==> config.mk <==
export PLATFORM = sky130hd
export DESIGN_NAME = apb_master
export DESIGN_NICKNAME = d
export VERILOG_FILES = /design/src/rtl/apb_pkg.sv /design/src/rtl/apb_wait_timer.sv /design/src/rtl/apb_master.sv
export SDC_FILE = /design/constraint.sdc
export NUM_CORES = 1
export LEC_CHECK = 0
export CAP_MARGIN = 20
export CORE_AREA = 2 2 132 134
export DETAILED_ROUTE_END_ITERATION = 6
export DIE_AREA = 0 0 134 136
export PLACE_DENSITY_LB_ADDON = 0.15
export SYNTH_ARGS = -nofsm -noshare
export SYNTH_HDL_FRONTEND = slang
export SYNTH_SLANG_ARGS = --single-unit
==> constraint.sdc <==
create_clock -name PCLK -period 7 [get_ports PCLK]
set_input_delay 2.1 -clock PCLK [delete_from_list [all_inputs] [get_ports PCLK]]
set_output_delay 2.1 -clock PCLK [all_outputs]
set_load 0.01 [all_outputs]
==> src/rtl/apb_pkg.sv <==
// Shared FSM state type and default sizing for the APB master.
package apb_pkg;

    typedef enum logic [1:0] {
        IDLE   = 2'd0,
        SETUP  = 2'd1,
        ACCESS = 2'd2
    } apb_state_t;

    localparam int APB_ADDR_W  = 32;
    localparam int APB_DATA_W  = 32;
    localparam int APB_TIMEOUT = 16;
    localparam int APB_TMR_W   = 8;

endpackage

==> src/rtl/apb_wait_timer.sv <==
// Counts ACCESS cycles spent waiting on PREADY; flags the cycle the count reaches TIMEOUT.
module apb_wait_timer
    import apb_pkg::*;
#(
    parameter int TIMEOUT = APB_TIMEOUT
) (
    input  logic i_clk,
    input  logic i_rst,
    input  logic i_clear,
    input  logic i_enable,
    output logic o_expired
);

    localparam logic [APB_TMR_W-1:0] LP_LAST = APB_TMR_W'(TIMEOUT - 1);

    logic [APB_TMR_W-1:0] r_count;

    always_ff @(posedge i_clk or posedge i_rst) begin
        if (i_rst) begin
            r_count <= '0;
        end else if (i_clear) begin
            r_count <= '0;
        end else if (i_enable) begin
            r_count <= r_count + 1'b1;
        end
    end

    // Asserted on the waiting cycle whose increment brings the count to TIMEOUT.
    assign o_expired = i_enable && (r_count == LP_LAST);

endmodule

==> src/rtl/apb_master.sv <==
// APB master bridge: accepts one command at a time, runs SETUP/ACCESS with wait-state timeout.
module apb_master
    import apb_pkg::*;
#(
    parameter int ADDR_W  = APB_ADDR_W,
    parameter int DATA_W  = APB_DATA_W,
    parameter int TIMEOUT = APB_TIMEOUT
) (
    input  logic              PCLK,
    input  logic              PRESET,
    input  logic              cmd_valid,
    output logic              cmd_ready,
    input  logic              cmd_write,
    input  logic [ADDR_W-1:0] cmd_addr,
    input  logic [DATA_W-1:0] cmd_wdata,
    output logic              rsp_valid,
    output logic [DATA_W-1:0] rsp_rdata,
    output logic              rsp_err,
    output logic              PSEL,
    output logic              PENABLE,
    output logic              PWRITE,
    output logic [ADDR_W-1:0] PADDR,
    output logic [DATA_W-1:0] PWDATA,
    input  logic              PREADY,
    input  logic [DATA_W-1:0] PRDATA
);

    apb_state_t        r_state;
    apb_state_t        w_state_nxt;
    logic              r_pwrite;
    logic [ADDR_W-1:0] r_paddr;
    logic [DATA_W-1:0] r_pwdata;
    logic              r_rsp_valid;
    logic              r_rsp_err;
    logic [DATA_W-1:0] r_rsp_rdata;
    logic              w_in_access;
    logic              w_done;
    logic              w_abort;
    logic              w_expired;
    logic              w_accept;

    assign w_in_access = (r_state == ACCESS);
    assign w_done      = w_in_access && PREADY;
    // PREADY wins over an expiring timer in the same cycle.
    assign w_abort     = w_in_access && !PREADY && w_expired;
    assign cmd_ready   = !PRESET && ((r_state == IDLE) || w_done);
    assign w_accept    = cmd_valid && cmd_ready;

    apb_wait_timer #(
        .TIMEOUT (TIMEOUT)
    ) u_wait_timer (
        .i_clk     (PCLK),
        .i_rst     (PRESET),
        .i_clear   (w_accept),
        .i_enable  (w_in_access && !PREADY),
        .o_expired (w_expired)
    );

    always_comb begin
        w_state_nxt = r_state;
        case (r_state)
            IDLE: begin
                if (w_accept) w_state_nxt = SETUP;
            end
            SETUP: begin
                w_state_nxt = ACCESS;
            end
            ACCESS: begin
                if (w_done) begin
                    w_state_nxt = w_accept ? SETUP : IDLE;
                end else if (w_abort) begin
                    w_state_nxt = IDLE;
                end
            end
            default: begin
                w_state_nxt = IDLE;
            end
        endcase
    end

    always_ff @(posedge PCLK or posedge PRESET) begin
        if (PRESET) begin
            r_state <= IDLE;
        end else begin
            r_state <= w_state_nxt;
        end
    end

    // Bus request fields are captured only on accept so they hold through ACCESS and IDLE.
    always_ff @(posedge PCLK or posedge PRESET) begin
        if (PRESET) begin
            r_pwrite <= 1'b0;
            r_paddr  <= '0;
            r_pwdata <= '0;
        end else if (w_accept) begin
            r_pwrite <= cmd_write;
            r_paddr  <= cmd_addr;
            r_pwdata <= cmd_wdata;
        end
    end

    always_ff @(posedge PCLK or posedge PRESET) begin
        if (PRESET) begin
            r_rsp_valid <= 1'b0;
            r_rsp_err   <= 1'b0;
            r_rsp_rdata <= '0;
        end else begin
            r_rsp_valid <= w_done || w_abort;
            r_rsp_err   <= w_abort;
            if (w_done) begin
                r_rsp_rdata <= r_pwrite ? '0 : PRDATA;
            end else if (w_abort) begin
                r_rsp_rdata <= '0;
            end
        end
    end

    assign PSEL      = (r_state != IDLE);
    assign PENABLE   = w_in_access;
    assign PWRITE    = r_pwrite;
    assign PADDR     = r_paddr;
    assign PWDATA    = r_pwdata;
    assign rsp_valid = r_rsp_valid;
    assign rsp_err   = r_rsp_err;
    assign rsp_rdata = r_rsp_rdata;

endmodule

==> results.json, run 1 <==
{
  "hp-class": "flop to flop",
  "netlist_instances": 271,
  "timing_hold_violations_final": 0,
  "die_width_um": 134,
  "avgSynthCellArea_um2": 15.2,
  "place_inst": 684,
  "finalInstanceArea_um2": 6680,
  "internal_power_mw": 1.46,
  "worst_slack_ps": 1470,
  "powerDensity_nw_per_um2": 295,
  "dp_slack_ps": 1470,
  "path_clk_slew_ps": 70,
  "ys.flop_type": "dfrtp_1",
  "num_rows": 48,
  "cts.sinks": 109,
  "diodes": 0,
  "finalMaxSlewViolations": 0,
  "globalplace.congestion": 0.715,
  "criticalPathCategory": "primary input to primary output",
  "mostFrequentLayoutCells": "clkdlybuf4s50_1, dfrtp_1, mux2_1",
  "finalCriticalPeriod_ps": 5530,
  "hold_path_depth": 1,
  "r2r_start": "r_state[1]",
  "grt_max_degree": 75,
  "yosys_warnings": 0,
  "synth_cell_types": 30,
  "drt_wl_total_mm": 10.5,
  "r2r-end": "PADDR[8]",
  "p_sw_mw": 0.513,
  "whs_ps": 485,
  "p_leak_nw": 2.75,
  "via_per_inst": 4.24,
  "area_delta_synth_final_pct": 62.4,
  "drtPass1Iterations": 4,
  "worst-r2r-setup-slack_ps": 4830,
  "clockBufferDepth": 2,
  "antenna_left": 0,
  "comb_power_share": 0.303,
  "fillers": 1584,
  "htree_num_levels": 3,
  "cts_root_buffer": "clkbuf_16",
  "start_util": 0.244,
  "core_um2": 16900,
  "swShare": 0.260,
  "clkPwrFrac": 0.265,
  "synth-seq-cells": 109,
  "end_kind": "primary output",
  "start_kind": "primary input",
  "async_flop_share": 1.00,
  "first_iter_violations": 111,
  "crit_required_ps": 4900,
  "crit_arrival_ps": 3430,
  "final.period_utilization": 0.790,
  "finClkSkew_ps": 9.95,
  "syn_area_um2": 4120,
  "synth.net_count": 373,
  "tns_ps": 0,
  "gr-total-overflow": 0,
  "io_pins": 203,
  "fin_cells": 698,
  "power_mw": 1.97,
  "hp-start": "PADDR[16]",
  "max-slew-margin-rel": 0.349,
  "synth_edf_count": 0,
  "seqPwrFrac": 0.433,
  "grt_pass1_vias": 3217,
  "crit_fanout": 5,
  "die_y_um": 136,
  "cts_buffers": 9,
  "rsz0062_at_grt": "false",
  "grt_pass1_wl_mm": 16.8,
  "hpwl_mm": 7.40,
  "layout-drive-gt1-share": 0.0465,
  "seq_area_frac_synth": 0.663,
  "clk-insertion-delay-late_ps": 350,
  "maxCapViolations": 0,
  "tightest_slew_ps": 976,
  "drc_errors": 0,
  "worstRegToRegCells": 4,
  "nets": 572,
  "worstHoldEndpoint": "PADDR[16]",
  "cts_resized": 0,
  "cts_setup_buffers": 0,
  "final_core_util": 0.396,
  "ir_worst_vdd_v": 0.000140,
  "cts_hold_buf": 0,
  "io_buffer_count": 202,
  "place_area_um2": 6380,
  "final_common_cell": "clkdlybuf4s50_1",
  "die-area_um2": 18200,
  "fmax_ghz": 0.181,
  "cts_tree": "yes",
  "outcome": "completed",
  "grt_usage": 0.118,
  "antenna_found_initial": 0,
  "vias": 2963,
  "wl_per_cell_um": 15.0,
  "setup_violations": 0
}
==> sequential cells by signal, summed over array words and instances, names as in the netlist <==
name / cells
PADDR: 32
rsp_valid: 1
r_state: 2
u_wait_timer.r_count: 8
PWRITE: 1
rsp_rdata: 32
rsp_err: 1
PWDATA: 32
==> critical path, cell delays in order <==
cell and delay [ps]:
clkdlybuf4s50_1 530, nor2b_1 90, nor3_1 150, clkdlybuf4s50_1 560
==> synth_stat cells, types with 2 or more instances <==
cell type	number	area share
inv_1	2	0.0018
mux2_1	65	0.18
or3_1	3	0.0046
o31ai_1	2	0.0036
nand3_1	3	0.0036
nor2_1	4	0.0036
clkbuf_1	6	0.0055
nor3b_1	2	0.0036
nand2_1	5	0.0046
buf_2	10	0.012
a21oi_1	6	0.0073
dfrtp_1	109	0.66
o21ai_0	3	0.0036
a22o_1	33	0.070
or4_1	2	0.0036
nor2b_1	2	0.0030
==> worst max-delay path by stage <==
stage                     startpoint        end  slack [ps]  cells after the start
after detailed placement      PREADY  cmd_ready        1470                      4
after global routing          PREADY  cmd_ready        1370                      4
after CTS                     PREADY  cmd_ready        1460                      4
after global placement        PREADY  cmd_ready        1470                      4
after floorplan               PRESET   PADDR[0]        2030                      1
final                         PREADY  cmd_ready        1470                      4
==> cell type report <==
type	instances	area (um2)	share of cell area
multi-input cells	142	1320	0.197
clock buffers	13	270	0.0404
inverters	3	13.8	0.00206
well taps	225	282	0.0421
clock inverters	1	30.0	0.00449
repair buffers	205	2040	0.306
flip-flops and latches	109	2730	0.408
==> cell families (layout without fill, tap and decap cells) <==
group           count (synthesis)  count (layout)  synth area share
mux                            65              65             0.178
flops                         109             109             0.663
compound gates                 45              45            0.0863
xor+xnor                        2               2           0.00426
fa+ha+maj                       1               1           0.00304
buf+inv                        20             222            0.0231
simple gates                   29              29            0.0426
==> per-layer routing <==
layer  GRT usage  routed length, um  up-vias
met5           0                  0        -
met4      0.0355                122        0
met3      0.0474               1010        9
met2       0.184               4670      140
met1       0.152               4690     1433
li1            -                  -     1381
==> power groups by stage <==
stage               Sequential, mW  Combinational (mW)  Clock [mW]
floorplan                    0.926               0.150           0
detailed placement           0.863               0.610           0
global route                 0.876               0.639       0.572
CTS                          0.856               0.610       0.545
finish                       0.854               0.597       0.522
global placement             0.865               0.602           0
Note: power is estimated with default switching activity, not from simulation.
==> run 2: changes to the inputs <==
Clock period 7 ns to 5.4 ns, I/O delays scaled along.
==> run 2 against run 1 <==
  * Routed wire length decreased by 2.1%
  * Flip-flop and latch count unchanged
  * Die area unchanged
  * Sequential power increased by 30%
  * Core utilization increased by 0.16 points
  * Combinational power increased by 29%
  * Critical path type unchanged
  * Via count decreased by 0.51%
==> results.json, run 2 (same netlist as run 1, synthesis figures left out) <==
{
  "cts_root_buffer": "clkbuf_16",
  "finClkSkew_ps": 6.59,
  "via_per_inst": 4.21,
  "io_pins": 203,
  "tightest_slew_ps": 912,
  "hp-class": "flop to flop",
  "area_delta_synth_final_pct": 63.1,
  "finalMaxSlewViolations": 0,
  "crit_arrival_ps": 2930,
  "rsz0062_at_grt": "false",
  "fmax_ghz": 0.220,
  "num_rows": 48,
  "crit_required_ps": 3780,
  "crit_path_top_delay_cell": "clkdlybuf4s50_1",
  "grt_usage": 0.113,
  "cts_tree": "yes",
  "timing_hold_violations_final": 0,
  "grt_pass1_wl_mm": 16.0,
  "vias": 2948,
  "die_y_um": 136,
  "globalplace.congestion": 0.699,
  "cp_common_cell": "clkdlybuf4s50_1",
  "power_mw": 2.55,
  "clk-insertion-delay-late_ps": 350,
  "wl_per_cell_um": 14.7,
  "worst_slack_ps": 850,
  "die_width_um": 134,
  "critical-path-top-delay-family": "buffers and inverters",
  "final.period_utilization": 0.843,
  "ir_worst_vdd_v": 0.000172,
  "crit_fanout": 5,
  "cts_hold_buf": 0,
  "cts_setup_buffers": 0,
  "end_kind": "primary output",
  "mostFrequentLayoutCells": "clkdlybuf4s50_1, dfrtp_1, mux2_1",
  "start_util": 0.244,
  "diodes": 0,
  "criticalPathCategory": "primary input to primary output",
  "dp_slack_ps": 856,
  "maxCapViolations": 0,
  "gr-total-overflow": 0,
  "final_common_cell": "clkdlybuf4s50_1",
  "grt_pass1_vias": 3051,
  "core_um2": 16900,
  "first_iter_violations": 98,
  "slowest_delay_ps": 560,
  "cp_num_buf_inv": 2,
  "clockBufferDepth": 2,
  "die-area_um2": 18200,
  "hpwl_mm": 7.23,
  "path_clk_slew_ps": 60,
  "nets": 572,
  "antenna_found_initial": 0,
  "drc_errors": 0,
  "finalCriticalPeriod_ps": 4550,
  "grt_max_degree": 75,
  "htree_num_levels": 3,
  "layout-drive-gt1-share": 0.0484,
  "cts_buffers": 9,
  "powerDensity_nw_per_um2": 380,
  "drtPass1Iterations": 4,
  "path_cells": "clkdlybuf4s50_1, nor2b_1, nor3_1, clkdlybuf4s50_1",
  "tns_ps": 0,
  "max-slew-margin-rel": 0.392,
  "outcome": "completed",
  "setup_violations": 0,
  "antenna_left": 0,
  "io_buffer_count": 202,
  "start_kind": "primary input",
  "drt_wl_total_mm": 10.3,
  "p_leak_nw": 2.75,
  "cts_resized": 0,
  "cts.sinks": 109
}
## run 2: cell count changes in the layout (fill, tap and decap cells not counted), sizes merged
cell      change
clkinv        +2
clkbuf        -1
clkinvlp      +1
## run 2: layout make-up
cell class	instances	area, um2
flip-flops and latches	109	2730
clock buffers	12	246
well taps	225	282
clock inverters	4	47.5
fillers	1586	10200
inverters	3	13.8
repair buffers	205	2080
multi-input cells	142	1320
## run 2: power breakdown
part           internal (mW)  switching [mW]  leakage [nW]
clock network          0.371           0.295         0.143
logic                  0.499           0.274          1.26
registers               1.00           0.104          1.35
## run 2: worst paths after layout
kind / startpoint / endpoint / slack [ps] / cells past startpoint
min in group asynchronous: PRESET / PWDATA[12] / 1850 / 2
setup / recovery: PREADY / cmd_ready / 850 / 4
setup reg to reg: r_state[0] / rsp_rdata[19] / 3360 / 3
hold reg to reg: PWDATA[17] / PWDATA[17] / 480 / 1
hold / removal: PWDATA[17] / PWDATA[17] / 480 / 1
max in group asynchronous: PRESET / u_wait_timer.r_count[6] / 2780 / 3
## run 2: layer usage
layer | GRT usage | share of wire
met5 | 0 | 0
met4 | 0.0532 | 0.019
met3 | 0.0380 | 0.083
met2 | 0.174 | 0.45
met1 | 0.144 | 0.45
## run 2: stage by stage
stage | utilization | instance area (um2) | instances | hold WS [ps]
final | 0.398 | 6710 | 700 | 484
after global routing | 0.398 | 6710 | 700 | 500
after CTS | 0.398 | 6710 | 700 | 489
after detailed placement | 0.380 | 6420 | 684 | 474
after global placement | 0.379 | 6400 | 683 | 466
after floorplan | - | 4120 | 271 | 519
